--- config.mk ---
export PLATFORM = sky130hd
export DESIGN_NAME = msb_locator_flat
export DESIGN_NICKNAME = d
export VERILOG_FILES = /design/src/rtl/msb_locator_if.sv /design/src/rtl/msb_locator.sv /design/src/flat_wrapper.sv
export SDC_FILE = /design/constraint.sdc
export NUM_CORES = 1
export LEC_CHECK = 0
export BUFFER_PORTS_ARGS = -buffer_cell sky130_fd_sc_hd__buf_2
export CORE_MARGIN = 8
export CORE_UTILIZATION = 48
export DETAILED_ROUTE_END_ITERATION = 6
export HOLD_SLACK_MARGIN = 0.03
export PLACE_DENSITY_LB_ADDON = 0.1
export SYNTH_ARGS = -nofsm -noshare
export SYNTH_HDL_FRONTEND = slang
export SYNTH_SLANG_ARGS = --single-unit
export TNS_END_PERCENT = 10
--- constraint.sdc ---
create_clock -name clk -period 2.4 [get_ports clk]
set_input_delay 0.48 -clock clk [delete_from_list [all_inputs] [get_ports clk]]
set_output_delay 0.48 -clock clk [all_outputs]
set_load 0.02 [all_outputs]
--- src/rtl/msb_locator_if.sv ---
// Request/result bundle for the leading-one locator.
// The master issues start/value/mode; the slave returns busy and the latched result.
interface msb_locator_if #(
  parameter int WIDTH = 24,
  parameter int LOC_W = 5
);
  logic             start;
  logic [WIDTH-1:0] value;
  logic             mode;
  logic             busy;
  logic [LOC_W-1:0] location;
  logic             zero;
  logic             location_valid;

  modport master (
    output start, value, mode,
    input  busy, location, zero, location_valid
  );

  modport slave (
    input  start, value, mode,
    output busy, location, zero, location_valid
  );
endinterface

--- src/rtl/msb_locator.sv ---
// Multi-cycle leading-one locator: drops the fraction, scans the integer part
// CHUNK bits per cycle from the top, and returns the raw index or the sqrt seed.
//
// state  | meaning
// -------+--------------------------------------------------------------
// S_IDLE | waiting for start; last result (if any) held on the outputs
// S_SCAN | examining chunk k_q of the captured integer part
module msb_locator #(
  parameter int WIDTH     = 24,
  parameter int FRAC_BITS = 4,
  parameter int CHUNK     = 4
) (
  input  logic           clk,
  input  logic           rst_,
  msb_locator_if.slave   bus
);

  localparam int INT_W  = WIDTH - FRAC_BITS;
  localparam int NCHUNK = (INT_W + CHUNK - 1) / CHUNK;
  localparam int LOC_W  = (INT_W > 1) ? $clog2(INT_W) : 1;
  localparam int PAD_W  = NCHUNK * CHUNK;
  localparam int K_W    = (NCHUNK > 1) ? $clog2(NCHUNK) : 1;

  localparam logic [0:0]     S_IDLE = 1'b0;
  localparam logic [0:0]     S_SCAN = 1'b1;
  localparam logic [K_W-1:0] K_LAST = K_W'(NCHUNK - 1);
  localparam logic [K_W-1:0] K_ONE  = K_W'(1);

  logic [0:0]       state_q, state_d;
  logic             busy_q, busy_d;
  logic [INT_W-1:0] int_q, int_d;
  logic             mode_q, mode_d;
  logic [K_W-1:0]   k_q, k_d;
  logic [LOC_W-1:0] location_q, location_d;
  logic             zero_q, zero_d;
  logic             valid_q, valid_d;

  logic [PAD_W-1:0] padded;
  logic [CHUNK-1:0] chunk;
  logic             found;
  int               hit_pos;
  logic [LOC_W-1:0] hit_idx;
  logic [LOC_W:0]   seed_w;
  logic [LOC_W-1:0] loc_sel;

  // Fraction bits are discarded by design; fold the whole operand here.
  logic unused_value;
  assign unused_value = ^bus.value;

  // Chunks are aligned to the LSB, so any padding sits above bit INT_W-1.
  always_comb begin
    padded             = '0;
    padded[INT_W-1:0]  = int_q;
    chunk              = '0;
    for (int c = 0; c < NCHUNK; c++) begin
      if (k_q == K_W'(c)) begin
        chunk = padded[PAD_W-1-c*CHUNK -: CHUNK];
      end
    end
    found   = |chunk;
    hit_pos = 0;
    for (int j = 0; j < CHUNK; j++) begin
      if (chunk[j]) begin
        hit_pos = j;
      end
    end
    hit_idx = LOC_W'((NCHUNK - 1 - int'(k_q)) * CHUNK + hit_pos);
    seed_w  = ({1'b0, hit_idx} + (LOC_W+1)'(1)) >> 1;
    loc_sel = mode_q ? seed_w[LOC_W-1:0] : hit_idx;
  end

  always_comb begin
    state_d    = state_q;
    busy_d     = busy_q;
    int_d      = int_q;
    mode_d     = mode_q;
    k_d        = k_q;
    location_d = location_q;
    zero_d     = zero_q;
    valid_d    = valid_q;
    case (state_q)
      S_IDLE: begin
        if (bus.start) begin
          int_d   = bus.value[WIDTH-1:FRAC_BITS];
          mode_d  = bus.mode;
          k_d     = '0;
          valid_d = 1'b0;
          zero_d  = 1'b0;
          state_d = S_SCAN;
          busy_d  = 1'b1;
        end
      end
      S_SCAN: begin
        if (found) begin
          location_d = loc_sel;
          zero_d     = 1'b0;
          valid_d    = 1'b1;
          state_d    = S_IDLE;
          busy_d     = 1'b0;
        end else if (k_q == K_LAST) begin
          location_d = '0;
          zero_d     = 1'b1;
          valid_d    = 1'b1;
          state_d    = S_IDLE;
          busy_d     = 1'b0;
        end else begin
          k_d = k_q + K_ONE;
        end
      end
      default: begin
        state_d = S_IDLE;
        busy_d  = 1'b0;
      end
    endcase
  end

  always_ff @(posedge clk) begin
    if (!rst_) begin
      state_q    <= S_IDLE;
      busy_q     <= 1'b0;
      int_q      <= '0;
      mode_q     <= 1'b0;
      k_q        <= '0;
      location_q <= '0;
      zero_q     <= 1'b0;
      valid_q    <= 1'b0;
    end else begin
      state_q    <= state_d;
      busy_q     <= busy_d;
      int_q      <= int_d;
      mode_q     <= mode_d;
      k_q        <= k_d;
      location_q <= location_d;
      zero_q     <= zero_d;
      valid_q    <= valid_d;
    end
  end

  assign bus.busy           = busy_q;
  assign bus.location       = location_q;
  assign bus.zero           = zero_q;
  assign bus.location_valid = valid_q;

endmodule

--- src/flat_wrapper.sv ---
// flat-port wrapper written by rule: the top's interface ports become plain ports
module msb_locator_flat 
#(
  parameter int WIDTH     = 24,
  parameter int FRAC_BITS = 4,
  parameter int CHUNK     = 4
)
  (clk, rst_, bus_start, bus_value, bus_mode, bus_busy, bus_location, bus_zero, bus_location_valid);
  msb_locator_if #(.WIDTH(WIDTH), .LOC_W(5)) bus_i ();
  input  logic clk;
  input  logic rst_;
  input wire logic [$bits(bus_i.start)-1:0] bus_start;
  input wire logic [$bits(bus_i.value)-1:0] bus_value;
  input wire logic [$bits(bus_i.mode)-1:0] bus_mode;
  output wire logic [$bits(bus_i.busy)-1:0] bus_busy;
  output wire logic [$bits(bus_i.location)-1:0] bus_location;
  output wire logic [$bits(bus_i.zero)-1:0] bus_zero;
  output wire logic [$bits(bus_i.location_valid)-1:0] bus_location_valid;
  assign bus_i.start = bus_start;
  assign bus_i.value = bus_value;
  assign bus_i.mode = bus_mode;
  assign bus_busy = bus_i.busy;
  assign bus_location = bus_i.location;
  assign bus_zero = bus_i.zero;
  assign bus_location_valid = bus_i.location_valid;
  msb_locator #(.WIDTH(WIDTH), .FRAC_BITS(FRAC_BITS), .CHUNK(CHUNK)) u_core (.clk(clk), .rst_(rst_), .bus(bus_i));
endmodule
# [After elaboration in Yosys (flattened, before gate mapping)]
# Cells that the tools add are included.
[op_classes] muxes=29 div_mod_pow=0 addsub=4 eq_ne=8 order_cmp=0 reduce_logical=7 n_mul=0 n_shift=0 bitwise=1
[ops] operator="$mux 4" count=5
[ops] operator="$mux 5" count=3
[ops] operator="$mux 1" count=11
[ops] operator="$mux 3" count=3
[ops] operator="$pmux 1 s2" count=4
[ops] operator="$add 5x1->6 const B" count=1
[ops] operator="$eq 3x2->1 const B" count=2
[ops] operator="$ne 2x2->1 const B" count=3
[ops] operator="$pmux 3 s2" count=1
[ops] operator="$reduce_and 2->1" count=3
[ops] operator="$add 5x3->5" count=1
[ops] operator="$mux 2" count=2
[ops] operator="$reduce_or 4->1" count=1
[ops] operator="$add 3x1->3 const B" count=1
[ops] operator="$eq 3x1->1 const B" count=1
[ops] operator="$eq 3x3->1 const B" count=1
[ops] operator="$logic_not 3->1" count=1
[ops] operator="$ne 3x3->1 const B" count=1
[ops] operator="$reduce_and 3->1" count=1
[ops] operator="$sub 3x3->3 const A" count=1
[ops] operator="$reduce_bool 2->1" count=1
[ops] operator="$not 1->1" count=1
[totals] rom_bits=0 ramBits=0 n_memories=0 elab_cells=57 ff_bits=33 latch_bits=0 in_bits=28

# [Depth between registers and ports, before layout]
[depth] word_depth=13 mapped_depth=12 mapped_depth_nobuf=10

# [Worst setup path after synthesis]
# No wires, ideal clock.
[synth_timing] path_kind="register to register" from="reg u_core.k_q[0]" to="reg u_core.location_q[0], in the netlist u_core.bus.location[0]" period_less_slack_ns=2.452 stages_incl_launch_ff=12 arrival_time_ns=2.335 setup_time_ns=0.117 slack_ns=-0.052 cell_sequence="dfxtp_1 > inv_1 > ha_1 > ha_1 > buf_1 > nor2_1 > o221ai_2 > o22ai_1 > buf_6 > nor3b_1 > a211o_1 > a32o_1"
[synth_between] elab_chain_len=13 elab_cells_between_ends=20 classes_between="add/sub (2); eq/ne (4); mux (10); reduce/logical (4)"
[synth_rtl] element="start: declaration" line="msb_locator.sv:33" source="logic [K_W-1:0] k_q, k_d;"
[synth_rtl] element="start signal: assignment" line="msb_locator.sv:132" source="k_q <= k_d;"
[synth_rtl] element="$logic_not 3->1" line="msb_locator.sv:56" source="if (k_q == K_W'(c)) begin"
[synth_rtl] element="$mux 4 (5 in series)" line="msb_locator.sv:56"
[synth_rtl] element="$mux 1" line="msb_locator.sv:63" source="if (chunk[j]) begin"
[synth_rtl] element="$mux 2 (2 in series)" line="msb_locator.sv:63"
[synth_rtl] element="$add 5x3->5" line="msb_locator.sv:67" source="hit_idx = LOC_W'((NCHUNK - 1 - int'(k_q)) * CHUNK + hit_pos);"
[synth_rtl] element="$add 5x1->6" line="msb_locator.sv:68" source="seed_w = ({1'b0, hit_idx} + (LOC_W+1)'(1)) >> 1;"
[synth_rtl] element="$mux 5" line="msb_locator.sv:69" source="loc_sel = mode_q ? seed_w[LOC_W-1:0] : hit_idx;"
[synth_rtl] element="$mux 5" line="msb_locator.sv:94" source="if (found) begin"
[synth_rtl] element="end signal: assignment" line="msb_locator.sv:133" source="location_q <= location_d;"
[synth_rtl] element="end: declaration" line="msb_locator.sv:34" source="logic [LOC_W-1:0] location_q, location_d;"
# Several ways; a longest one is shown, not always the timed one.
# A chain may end at the register's enable or synchronous reset.

# [Final worst setup path]
[layout_timing] from="reg u_core.k_q[0]" to="reg u_core.k_q[1]"
[layout_between] elab_chain_len=9 elab_cells_between_ends=18 classes_between="add/sub (1); eq/ne (6); mux (8); reduce/logical (3)"
[layout_rtl] element="$logic_not 3->1" line="msb_locator.sv:56"
[layout_rtl] element="$mux 4 (5 in series)" line="msb_locator.sv:56"
[layout_rtl] element="$reduce_or 4->1" line="msb_locator.sv:60" source="found = |chunk;"
[layout_rtl] element="$ne 2x2->1 (no line)"
[layout_rtl] element="$reduce_and 3->1 (no line)"
# Several ways; a longest one is shown, not always the timed one. The select of a mux whose other input is x is not followed.

==> flow_summary.toml <==
[worst_setup_path]
cp-start-kind = "flip-flop"
crit_chain = "inv_1 -> ha_2 -> or3b_4 -> o221ai_4 -> o22ai_2 -> buf_4 -> nor4_4 -> nor2_1 -> o31a_1"
worst_path_max_delay_cell = "or3b_4"
crit_type = "flip-flop to flip-flop"
worst-r2r-cell-count = 9
end_kind = "flip-flop"
critPathMaxStageDelay_ns = 0.44
worstPathArrival_ns = 2.58
path_max_fanout = 5
timing.critical_path.required_ns = 2.63

[synthesis]
synth-edff-count = 0
syn-instance-count = 197
syn_nets = 234
yosysMostFrequentCell = "nand2_1"
avgSynthCellArea_um2 = 8.511
synth.distinct_cells = 42
synthTopCellsByArea = "dfxtp_1, nand2_1, a21boi_0"
synthArstFlopShare = 0
yosys_warnings = 0
ys.flop_type = "dfxtp_1"
yosysSeqAreaShare = 0.3940
syn_area_mm2 = 0.001677
synth_top_area_share = 0.3940
synth_top_cell_by_area = "dfxtp_1"
synth_common_cells = "nand2_1, dfxtp_1, a21boi_0, a21oi_1, clkbuf_1"
ys_seq_elements = 33

[drt]
wl_per_cell_um = 14.27
ant_nets = 0
post_drt_via_cell_ratio = 5.367
wl_um = 4011
drcViolationCount = 0
firstDrtPassIters = 4
dr.first_iter.drc_count = 74
vias = 1508

[die]
initial_core_util = 0.5024
die_x_um = 75.10
die-area_mm2 = 0.005640
die_y_um = 75.10
ios = 36
rows = 21
core-area_mm2 = 0.003337

[final_layout]
fin_nets = 272
drive_gt1_frac = 0.3319
n_antenna_cell = 0
area_growth_pct = 26.57
finalInstanceArea_mm2 = 0.002122

[sta]
setup_viol = 0
finalHoldViolations = 0
fin_crit_sh = 0.9791
slew_violations = 0
relSlewSlack = 0.6495
achievable-frequency_mhz = 425.6
tightestPinTransition_ns = 0.5258
finClkSkew_ns = 0.01070
rsz0062_at_grt = "yes"
layout_min_cycle_time_ns = 2.350
timing.final.ws_setup_ns = 0.05017

[clock_tree]
cts_tree = "yes"
numCtsBuffers = 5
clkTransAtPathRegs_ns = 0.10
clkSinkCount = 33
cts-root-buf = "clkbuf_4"
clock_latency_ns = 0.33
cts_max_path_buffers = 2
htreeDepth = 2
postCtsHoldBufs = 0

[power]
swShare = 0.3688
p_int_mw = 1.130
p_comb_frac = 0.449
seqPwrFrac = 0.376
p_sw_mw = 0.6602
vdd_drop_max_v = 0.0003345
powerDensity_mw_per_mm2 = 843.5
power.share.clock = 0.175
power_leakage_nw = 0.8616

[worst_hold_path]
min_path_cells = 3
hold_path.class = "input port to flip-flop"

[placed_design]
post-place-ws_ns = -0.1302
gp_congestion = 0.8175
place_area_mm2 = 0.001918
hpwl_um = 2940
portBuffers = 31

[outcome]
status = "complete, no violations"

[global_route]
grt_pass1_vias = 1552
grt_pass1_wl_um = 6900
grt_antenna_before_repair = 0
grt_usage = 0.1606
grt_max_degree = 30
grt_overflow = 0

[flow_run]
drv_cap = 0
logic make-up (layout without fill, tap and decap cells):
group                      Yosys count  count (layout)  synth area share
and+or+nand+nor                     74              74            0.2007
muxes                                2               2           0.01194
DFF                                 33              33            0.3940
buffers and inverters               18              56           0.04701
adders and majority gates            9               9           0.06717
xor gates and xnor gates             1               1          0.005225
AOI/OAI and AO/OA                   60              60            0.2739
layout make-up:
type                            instances  area (um^2)
Inverter                                4        15.01
Clock buffer                            7        55.05
Multi-Input combinational cell        146         1065
Tap cell                               46        57.56
Timing Repair Buffer                   45        264.0
Sequential cell                        33        665.6
Fill cell                             312         1215
metal layers:
layer  track usage  share of wire  up-vias
met3       0.03462          0.041       11
met5             0              0        -
li1              -              -      763
met4       0.08913          0.030        0
met2        0.2726           0.52       33
met1        0.1814           0.41      701
path summary, 6_finish.rpt:
check / start / to / slack [ns]
max: u_core.k_q[0]$_SDFFE_PN0P_ / u_core.k_q[1]$_SDFFE_PN0P_ / 0.05
min: bus_mode / u_core.mode_q$_SDFFE_PN0P_ / 0.39
max reg2reg: u_core.k_q[0]$_SDFFE_PN0P_ / u_core.k_q[1]$_SDFFE_PN0P_ / 0.05
min reg2reg: u_core.bus.busy$_SDFFE_PN0P_ / u_core.bus.busy$_SDFFE_PN0P_ / 0.47
through the flow:
stage               std cells  utilization  hold slack (ns)  setup TNS [ns]  power [mW]
CTS                       279       0.5992           0.3777               0       1.668
global route              281       0.6359           0.3848        -0.09264       1.915
finish                    281       0.6359           0.3872               0       1.790
global placement          272       0.5748           0.4440        -0.03342       1.294
detailed placement        272       0.5748           0.4482         -0.8775       1.315
floorplan                 197            -           0.4383               0       1.125
critical path: cells and delay by family (launching register included):
| kind | cells | cell delay (ns) |
|---|---|---|
| and+or+nand+nor | 3 | 0.81 |
| AOI/OAI and AO/OA | 3 | 0.62 |
| DFF | 1 | 0.38 |
| buffers and inverters | 2 | 0.24 |
| adders and majority gates | 1 | 0.19 |
placed cells by master, fill, tap and decap left out, types with 3 or more instances in the layout:
cell type  netlist  routed
inv_1            4       3
o21a_1           3       3
ha_1             9       5
clkbuf_4         0       5
buf_2            0      31
nor2b_1          4       3
a21oi_1         11      10
a22o_1           5       5
nand2b_1         3       3
a21boi_0        22      22
nand2_1         48      48
dfxtp_1         33      31
nor3_1           5       3
buf_4            1      13
ha_2             0       4
state kept, by name, indices dropped and copies added (netlist names):
name and count:
u_core.bus.location 5, u_core.state_q 1, u_core.mode_q 1, u_core.bus.location_valid 1
u_core.int_q 20, u_core.bus.busy 1, u_core.bus.zero 1, u_core.k_q 3
timing repair:
action | in CTS | in global routing
gates cloned | 0 | 1
pin swaps | 0 | 4
endpoints found under the setup margin | 10 | 10
setup buffers | 0 | 1
resized for setup | 7 | 26
hold endpoints to repair | 0 | 0
power groups by stage:
stage	logic (mW)	registers (mW)	clock network (mW)
after global routing	0.877	0.686	0.353
after CTS	0.675	0.671	0.323
after floorplan	0.429	0.696	0
after detailed placement	0.634	0.681	0
after global placement	0.618	0.676	0
final	0.803	0.674	0.313
Note: power is estimated with default switching activity, not from simulation.
